<file path="config.mk">
export PLATFORM = sky130hd
export DESIGN_NAME = ring_tdm_mux_flat
export DESIGN_NICKNAME = d
export VERILOG_FILES = /design/src/rtl/ring_tdm_mux_if.sv /design/src/rtl/ring_tdm_mux.sv /design/src/flat_wrapper.sv
export SDC_FILE = /design/constraint.sdc
export NUM_CORES = 1
export LEC_CHECK = 0
export BUFFER_PORTS_ARGS = -buffer_cell sky130_fd_sc_hd__buf_4
export CELL_PAD_IN_SITES_DETAIL_PLACEMENT = 1
export CELL_PAD_IN_SITES_GLOBAL_PLACEMENT = 2
export CORE_UTILIZATION = 33
export CTS_BUF_LIST = sky130_fd_sc_hd__clkbuf_8
export DETAILED_ROUTE_END_ITERATION = 8
export GPL_TIMING_DRIVEN = 0
export PLACE_DENSITY = 0.95
export SYNTH_ARGS = -nofsm -noshare
export SYNTH_HDL_FRONTEND = slang
export SYNTH_SLANG_ARGS = --single-unit
</file>
<file path="constraint.sdc">
create_clock -name clk -period 3.5 [get_ports clk]
set_clock_uncertainty 0.15 [all_clocks]
set_input_delay 0.35 -clock clk [delete_from_list [all_inputs] [get_ports clk]]
set_output_delay 0.35 -clock clk [all_outputs]
set_load 0.1 [all_outputs]
</file>
<file path="src/rtl/ring_tdm_mux_if.sv">
// ring_tdm_mux_if: phase/channel inputs and serialised outputs of ring_tdm_mux
//   master: drives phase, ch_data, ch_valid, err_clr; observes the outputs
//   slave : the multiplexer itself
interface ring_tdm_mux_if #(
    parameter int WIDTH = 4,
    parameter int DW    = 8
);
    logic [WIDTH-1:0]          phase;
    logic [WIDTH*DW-1:0]       ch_data;
    logic [WIDTH-1:0]          ch_valid;
    logic                      err_clr;
    logic [DW-1:0]             out_data;
    logic [$clog2(WIDTH)-1:0]  out_ch;
    logic                      out_valid;
    logic                      frame_start;
    logic                      locked;
    logic                      err_sticky;
    logic [7:0]                err_count;

    modport master (
        output phase, ch_data, ch_valid, err_clr,
        input  out_data, out_ch, out_valid, frame_start, locked, err_sticky, err_count
    );

    modport slave (
        input  phase, ch_data, ch_valid, err_clr,
        output out_data, out_ch, out_valid, frame_start, locked, err_sticky, err_count
    );
endinterface

</file>
<file path="src/rtl/ring_tdm_mux.sv">
// ring_tdm_mux: one-hot phase driven TDM serialiser with lock FSM and phase error counter
//   clk     : rising-edge clock
//   rst     : asynchronous active-low reset
//   bus     : ring_tdm_mux_if.slave (phase, ch_data, ch_valid, err_clr in;
//             out_data, out_ch, out_valid, frame_start, locked, err_sticky, err_count out)
//   RING_TDM_ROT_CHECK_EN: when defined, phase must also rotate left by one each cycle
module ring_tdm_mux #(
    parameter int WIDTH    = 4,
    parameter int DW       = 8,
    parameter int LOCK_CNT = 4
) (
    input  logic               clk,
    input  logic               rst,
    ring_tdm_mux_if.slave      bus
);
    localparam int IW = $clog2(WIDTH);

    typedef enum logic {UNLOCKED, LOCKED} state_t;

    state_t          state, state_n;
    logic [7:0]      lock_cnt, lock_cnt_n;
    logic [IW-1:0]   idx;
    logic            onehot, rot_ok, good, valid_n;
    logic [DW-1:0]   out_data;
    logic [IW-1:0]   out_ch;
    logic            out_valid, frame_start, err_sticky;
    logic [7:0]      err_count;

`ifdef RING_TDM_ROT_CHECK_EN
    logic [WIDTH-1:0] prev_phase;
    logic             prev_ok;

    // The rotation check is skipped after a non-one-hot sample so the ring can relock.
    assign rot_ok = !prev_ok || bus.phase == {prev_phase[WIDTH-2:0], prev_phase[WIDTH-1]};

    always_ff @(posedge clk or negedge rst)
        if (!rst) begin
            prev_phase <= '0;
            prev_ok    <= 1'b0;
        end else begin
            prev_phase <= bus.phase;
            prev_ok    <= onehot;
        end
`else
    assign rot_ok = 1'b1;
`endif

    assign onehot  = $onehot(bus.phase);
    assign good    = onehot && rot_ok;
    assign valid_n = state == LOCKED && good && bus.ch_valid[idx];

    always_comb begin
        idx = '0;
        for (int i = 0; i < WIDTH; i++)
            if (bus.phase[i]) idx = IW'(i);
    end

    always_comb begin
        state_n    = state;
        lock_cnt_n = lock_cnt;
        if (!good) begin
            state_n    = UNLOCKED;
            lock_cnt_n = '0;
        end else if (state == UNLOCKED) begin
            state_n    = lock_cnt == 8'(LOCK_CNT - 1) ? LOCKED : UNLOCKED;
            lock_cnt_n = lock_cnt == 8'(LOCK_CNT - 1) ? 8'd0 : lock_cnt + 8'd1;
        end
    end

    always_ff @(posedge clk or negedge rst)
        if (!rst) begin
            state    <= UNLOCKED;
            lock_cnt <= '0;
        end else begin
            state    <= state_n;
            lock_cnt <= lock_cnt_n;
        end

    always_ff @(posedge clk or negedge rst)
        if (!rst) begin
            out_data    <= '0;
            out_ch      <= '0;
            out_valid   <= 1'b0;
            frame_start <= 1'b0;
            err_sticky  <= 1'b0;
            err_count   <= '0;
        end else begin
            out_valid   <= valid_n;
            frame_start <= valid_n && idx == '0;
            if (good) begin
                out_data <= bus.ch_data[idx*DW +: DW];
                out_ch   <= idx;
            end
            // A bad sample outranks a simultaneous clear: the new error is kept.
            if (!good) begin
                err_sticky <= 1'b1;
                err_count  <= bus.err_clr ? 8'd1 : err_count + 8'(err_count != 8'hff);
            end else if (bus.err_clr) begin
                err_sticky <= 1'b0;
                err_count  <= '0;
            end
        end

    assign bus.out_data    = out_data;
    assign bus.out_ch      = out_ch;
    assign bus.out_valid   = out_valid;
    assign bus.frame_start = frame_start;
    assign bus.locked      = state == LOCKED;
    assign bus.err_sticky  = err_sticky;
    assign bus.err_count   = err_count;
endmodule
</file>
<file path="src/flat_wrapper.sv">
// flat-port wrapper written by rule: the top's interface ports become plain ports
module ring_tdm_mux_flat 
#(
    parameter int WIDTH    = 4,
    parameter int DW       = 8,
    parameter int LOCK_CNT = 4
)
  (clk, rst, bus_phase, bus_ch_data, bus_ch_valid, bus_err_clr, bus_out_data, bus_out_ch, bus_out_valid, bus_frame_start, bus_locked, bus_err_sticky, bus_err_count);
  ring_tdm_mux_if #(.WIDTH(WIDTH), .DW(DW)) bus_i ();
  input  logic clk;
  input  logic rst;
  input wire logic [$bits(bus_i.phase)-1:0] bus_phase;
  input wire logic [$bits(bus_i.ch_data)-1:0] bus_ch_data;
  input wire logic [$bits(bus_i.ch_valid)-1:0] bus_ch_valid;
  input wire logic [$bits(bus_i.err_clr)-1:0] bus_err_clr;
  output wire logic [$bits(bus_i.out_data)-1:0] bus_out_data;
  output wire logic [$bits(bus_i.out_ch)-1:0] bus_out_ch;
  output wire logic [$bits(bus_i.out_valid)-1:0] bus_out_valid;
  output wire logic [$bits(bus_i.frame_start)-1:0] bus_frame_start;
  output wire logic [$bits(bus_i.locked)-1:0] bus_locked;
  output wire logic [$bits(bus_i.err_sticky)-1:0] bus_err_sticky;
  output wire logic [$bits(bus_i.err_count)-1:0] bus_err_count;
  assign bus_i.phase = bus_phase;
  assign bus_i.ch_data = bus_ch_data;
  assign bus_i.ch_valid = bus_ch_valid;
  assign bus_i.err_clr = bus_err_clr;
  assign bus_out_data = bus_i.out_data;
  assign bus_out_ch = bus_i.out_ch;
  assign bus_out_valid = bus_i.out_valid;
  assign bus_frame_start = bus_i.frame_start;
  assign bus_locked = bus_i.locked;
  assign bus_err_sticky = bus_i.err_sticky;
  assign bus_err_count = bus_i.err_count;
  ring_tdm_mux #(.WIDTH(WIDTH), .DW(DW), .LOCK_CNT(LOCK_CNT)) u_core (.clk(clk), .rst(rst), .bus(bus_i));
endmodule
</file>
==> Word-level counts from Yosys, hierarchy flattened <==
Index checks and enable logic that the tools add are counted.
{ "classes": {"n_addsub": 5, "order_cmp": 1, "eq_ne": 5, "shift": 1, "mux": 16, "n_reduce_logical": 4} }
{ "ops": {"columns": ["operator", "count"], "rows": [
  ["8-bit two-way mux", 6],
  ["32-bit by 6-bit variable part select with 8-bit output", 1],
  ["8-bit by 1-bit adder with 8-bit output", 1],
  ["8-bit by 1-bit adder with 8-bit output (second input constant)", 1],
  ["8-bit by 2-bit equality test with 1-bit output (second input constant)", 1],
  ["8-bit inequality test (second input constant)", 1],
  ["1-bit two-way mux", 7],
  ["1-bit by 1-bit adder with 2-bit output", 2],
  ["2-bit two-way mux", 2],
  ["2-bit inequality test (second input constant)", 2],
  ["3-bit adder", 1],
  ["3-bit by 1-bit equality test with 1-bit output (second input constant)", 1],
  ["1-bit logical AND", 3],
  ["2-bit by 3-bit less-than comparator with 1-bit output (second input constant)", 1],
  ["1-bit binary-select mux with 2-bit select", 1],
  ["2-bit logical NOT", 1]
]} }
{ "word_totals": {"ff_bits": 30, "output_inout_bits": 22, "wordCells": 40} }

==> Depth between registers and ports, before layout <==
{ "depth": {"word_depth": 7, "mapped_depth": 9, "mapped_depth_nobuf": 8} }

==> Worst setup path before layout <==
OpenSTA, ideal clock, no wires.
{ "synth_path": {"path_type": "input to register", "from": "in bus_phase[2]", "to": "reg u_core.out_data[1] (netlist: u_core.bus.out_data[1])", "setup_time_ns": 0.125, "arrival_ns": 2.337, "required_ns": 3.225, "setup_slack_ns": 0.888, "cell_stages": 7, "cell_sequence": "inv_2 -> ha_1 -> ha_1 -> fa_1 -> nor3b_2 -> buf_2 -> mux2_2"} }
{ "synth_via": {"elab_chain_cells": 3, "word_cells_on_any_way": 6, "cone_classes": "2 x add/sub; 1 x eq/ne; 1 x shift; 2 x mux"} }
{ "synth_lines": {"columns": ["element", "line", "rtl"], "rows": [
  ["start, declared", "flat_wrapper.sv:12", "input wire logic [$bits(bus_i.phase)-1:0] bus_phase;"],
  ["2-bit two-way mux or 1-bit by 1-bit adder with 2-bit output (tied branches)", "ring_tdm_mux.sv:55, ring_tdm_mux.sv:48", null],
  ["2-bit two-way mux or 3-bit adder (tied branches)", "ring_tdm_mux.sv:55, ring_tdm_mux.sv:48", null],
  ["32-bit by 6-bit variable part select with 8-bit output or 3-bit by 1-bit equality test with 1-bit output (tied branches)", "ring_tdm_mux.sv:91, ring_tdm_mux.sv:48", null],
  ["end signal, assigned", "ring_tdm_mux.sv:91", "out_data <= bus.ch_data[idx*DW +: DW];"],
  ["end, declared", "ring_tdm_mux.sv:24", "logic [DW-1:0] out_data;"]
]} }
Parallel ways exist; a longest one is shown, timed or not.
A chain may end at the register's enable or synchronous reset.

==> Worst setup path in the final report <==
{ "layout_path": {"from": "in bus_phase[2]", "to": "reg u_core.out_data[3] (netlist: u_core.bus.out_data[3])"} }
Same word-level chain as after synthesis.

==> impl_metrics.env <==
export IMPL_nNetsFinal=260
export IMPL_gr_total_overflow=0
export IMPL_synth_area_leaders="dfrtp_1 45%, mux4_2 12%, mux2_2 5.5%"
export IMPL_synth_fp_nets=189
export IMPL_cts_resized=0
export IMPL_cts_tree="yes"
export IMPL_utilization=0.4855
export IMPL_cts_sinks=30
export IMPL_ys_flop_type="dfrtp_1"
export IMPL_vdd_drop_max_uv=407.7
export IMPL_syn_area_mm2=0.001650
export IMPL_crit_path_max_fanout=10
export IMPL_via_per_inst=5.011
export IMPL_crit_path_start="bus_phase[2]"
export IMPL_placeableCoreArea_mm2=0.004755
export IMPL_grt_pass1_wl_mm=6.982
export IMPL_tns_ns=0
export IMPL_criticalPathCategory="in2reg"
export IMPL_critPathLaunchType="input pin"
export IMPL_holdWs_ns=0.1851
export IMPL_finalHoldViolations=0
export IMPL_worstMarginPinSlew_ns=0.6343
export IMPL_hold_class="in2reg"
export IMPL_synth_common_cells="30 x dfrtp_1, 10 x nand2_1, 9 x mux4_2, 8 x mux2_2, 8 x nor2_1"
export IMPL_track_usage=0.1756
export IMPL_arrival_ns=2.76
export IMPL_place_congestion=0.7835
export IMPL_drive_gt1_frac=0.4619
export IMPL_crit_required_ns=3.51
export IMPL_start_util=0.3471
export IMPL_fin_crit_ns=2.750
export IMPL_wl_mm=4.104
export IMPL_synth_edf_count=0
export IMPL_drt_pass1_iter_count=4
export IMPL_slew_headroom=0.5753
export IMPL_fin_crit_sh=0.7856
export IMPL_max_freq_mhz=363.7
export IMPL_maxCapViolCount=0
export IMPL_ant_nets=0
export IMPL_syn_area_per_cell_um2=11.96
export IMPL_vias=1388
export IMPL_dieHeight_um=72.72
export IMPL_antenna_found_initial=0
export IMPL_ios=65
export IMPL_synth_seq_cells=30
export IMPL_postCtsSetupBuffers=0
export IMPL_hold_start="bus_ch_valid[0]"
export IMPL_yosys_area_top_type="dfrtp_1"
export IMPL_first_iter_violations=114
export IMPL_clock_root_buffer="clkbuf_8"
export IMPL_h_tree_depth=2
export IMPL_cts_buffer_depth=2
export IMPL_drv_slew=0
export IMPL_rsz0062_at_grt="false"
export IMPL_io_buffers=63
export IMPL_dieArea_mm2=0.005287
export IMPL_synth_cell_types=37
export IMPL_wire_per_inst_um=14.82
export IMPL_row_count=25
export IMPL_area_growth_pct=39.88
export IMPL_syn_inst=138
export IMPL_async_reset_ff_frac=1.000
export IMPL_clk_pin_slew_ns=0.06
export IMPL_seq_area_frac_synth=0.4549
export IMPL_drc_errors=0
export IMPL_diodes=0
export IMPL_fp_dieW_um=72.72
export IMPL_power_density_mw_per_mm2=723.7
export IMPL_rr_startpoint="u_core.bus.err_count[3]$_DFFE_PN0P_"
export IMPL_report_final_setup_viol=0
export IMPL_p_leak_nw=1.067
export IMPL_dpl_hpwl_mm=3.153
export IMPL_synth_top_area_frac=0.4549
export IMPL_status="completed"
export IMPL_grt_pass1_vias=1516
export IMPL_yosysMostFrequentCell="dfrtp_1"
export IMPL_clk_latency_ns=0.27
export IMPL_grt_max_degree=31
export IMPL_synth_warnings=0
export IMPL_cts_buffers=5
export IMPL_critPathCaptureType="flop"
## cell type report
type	instances	area, µm²
fill	567	2446
inverter	4	15.01
buffer	6	35.03
clock inverter	2	8.758
sequential	30	750.7
multi-input combinational	98	849.6
clock buffer	6	82.58
timing repair buffer	64	483.0
tap	67	83.83
## metrics by stage
stage | total power (W) | setup WS [ns] | instances | cell area [µm²]
CTS | 0.001687 | 0.7357 | 277 | 2308
floorplan | 0.001181 | 0.8877 | 138 | 1650
global route | 0.001754 | 0.6318 | 277 | 2308
global placement | 0.001390 | 0.4851 | 268 | 2207
finish | 0.001671 | 0.7503 | 277 | 2308
detailed placement | 0.001404 | 0.4365 | 268 | 2207
## registers in the layout, indices dropped and copies added (netlist names)
| register | cells |
|---|---|
| u_core.lock_cnt | 8 |
| u_core.bus.frame_start | 1 |
| u_core.bus.locked | 1 |
| u_core.bus.out_valid | 1 |
| u_core.bus.err_sticky | 1 |
| u_core.bus.err_count | 8 |
| u_core.bus.out_data | 8 |
| u_core.bus.out_ch | 2 |
## layer usage
metal  global-route usage  vias up  part of all wire
met5                    0        -                 0
met3              0.05525        9             0.060
li1                     -      650                 -
met2               0.2887       53              0.49
met1               0.2205      676              0.42
met4              0.05664        0             0.024
## critical path: stages
cell and delay, ns:
buf_4 0.09, inv_2 0.04, ha_1 0.28, ha_1 0.21, fa_1 0.47, nor3b_2 0.57, buf_2 0.37, mux2_2 0.37
## worst paths after layout
check / endpoint / slack (ns) / depth (start not counted)
worst max-delay path: u_core.bus.out_data[3]$_DFFE_PN0N_ / 0.75 / 8
worst min-delay path: u_core.bus.frame_start$_DFF_PN0_ / 0.19 / 3
worst max register to register: u_core.bus.err_count[4]$_DFFE_PN0P_ / 1.55 / 7
worst min register to register: u_core.bus.out_ch[0]$_DFFE_PN0N_ / 0.34 / 2
max in group asynchronous: u_core.bus.out_data[6]$_DFFE_PN0N_ / 2.52 / 2
min in group asynchronous: u_core.lock_cnt[3]$_DFFE_PN0P_ / 0.40 / 2
## kinds of logic (layout without fill, tap and decap cells)
logic type      Yosys count  after routing  share of synthesized area
mux                      18             18                     0.1835
simple gates             44             44                     0.1471
compound gates           21             21                    0.08188
buf+inv                  10             82                    0.03032
fa+ha+maj                 8              8                    0.06520
xor+xnor                  7              7                    0.03715
flops                    30             30                     0.4549
## cell usage in the layout (no fill, tap or decap), drive strengths merged, types with 6 or more instances in the layout
cell and count:
buf 67, dfrtp 30, nand2 10, mux4 9
nor2 8, mux2 8, clkbuf 8, ha 7
a21oi 7, o21ai 6
## power breakdown
group	total, W	switching (W)	leakage, nW	internal, W
Clock	0.000276	0.000121	0.0524	0.000155
Combinational	0.000905	0.000678	0.627	0.000227
Sequential	0.000489	0.0000606	0.388	0.000429
## repair_timing
action | 4_1_cts | 5_1_grt
setup endpoints to repair | 0 | 0
hold buffers | 1 | 0
endpoints found under the hold margin | 30 | 0
Note: power is estimated with default switching activity, not from simulation.
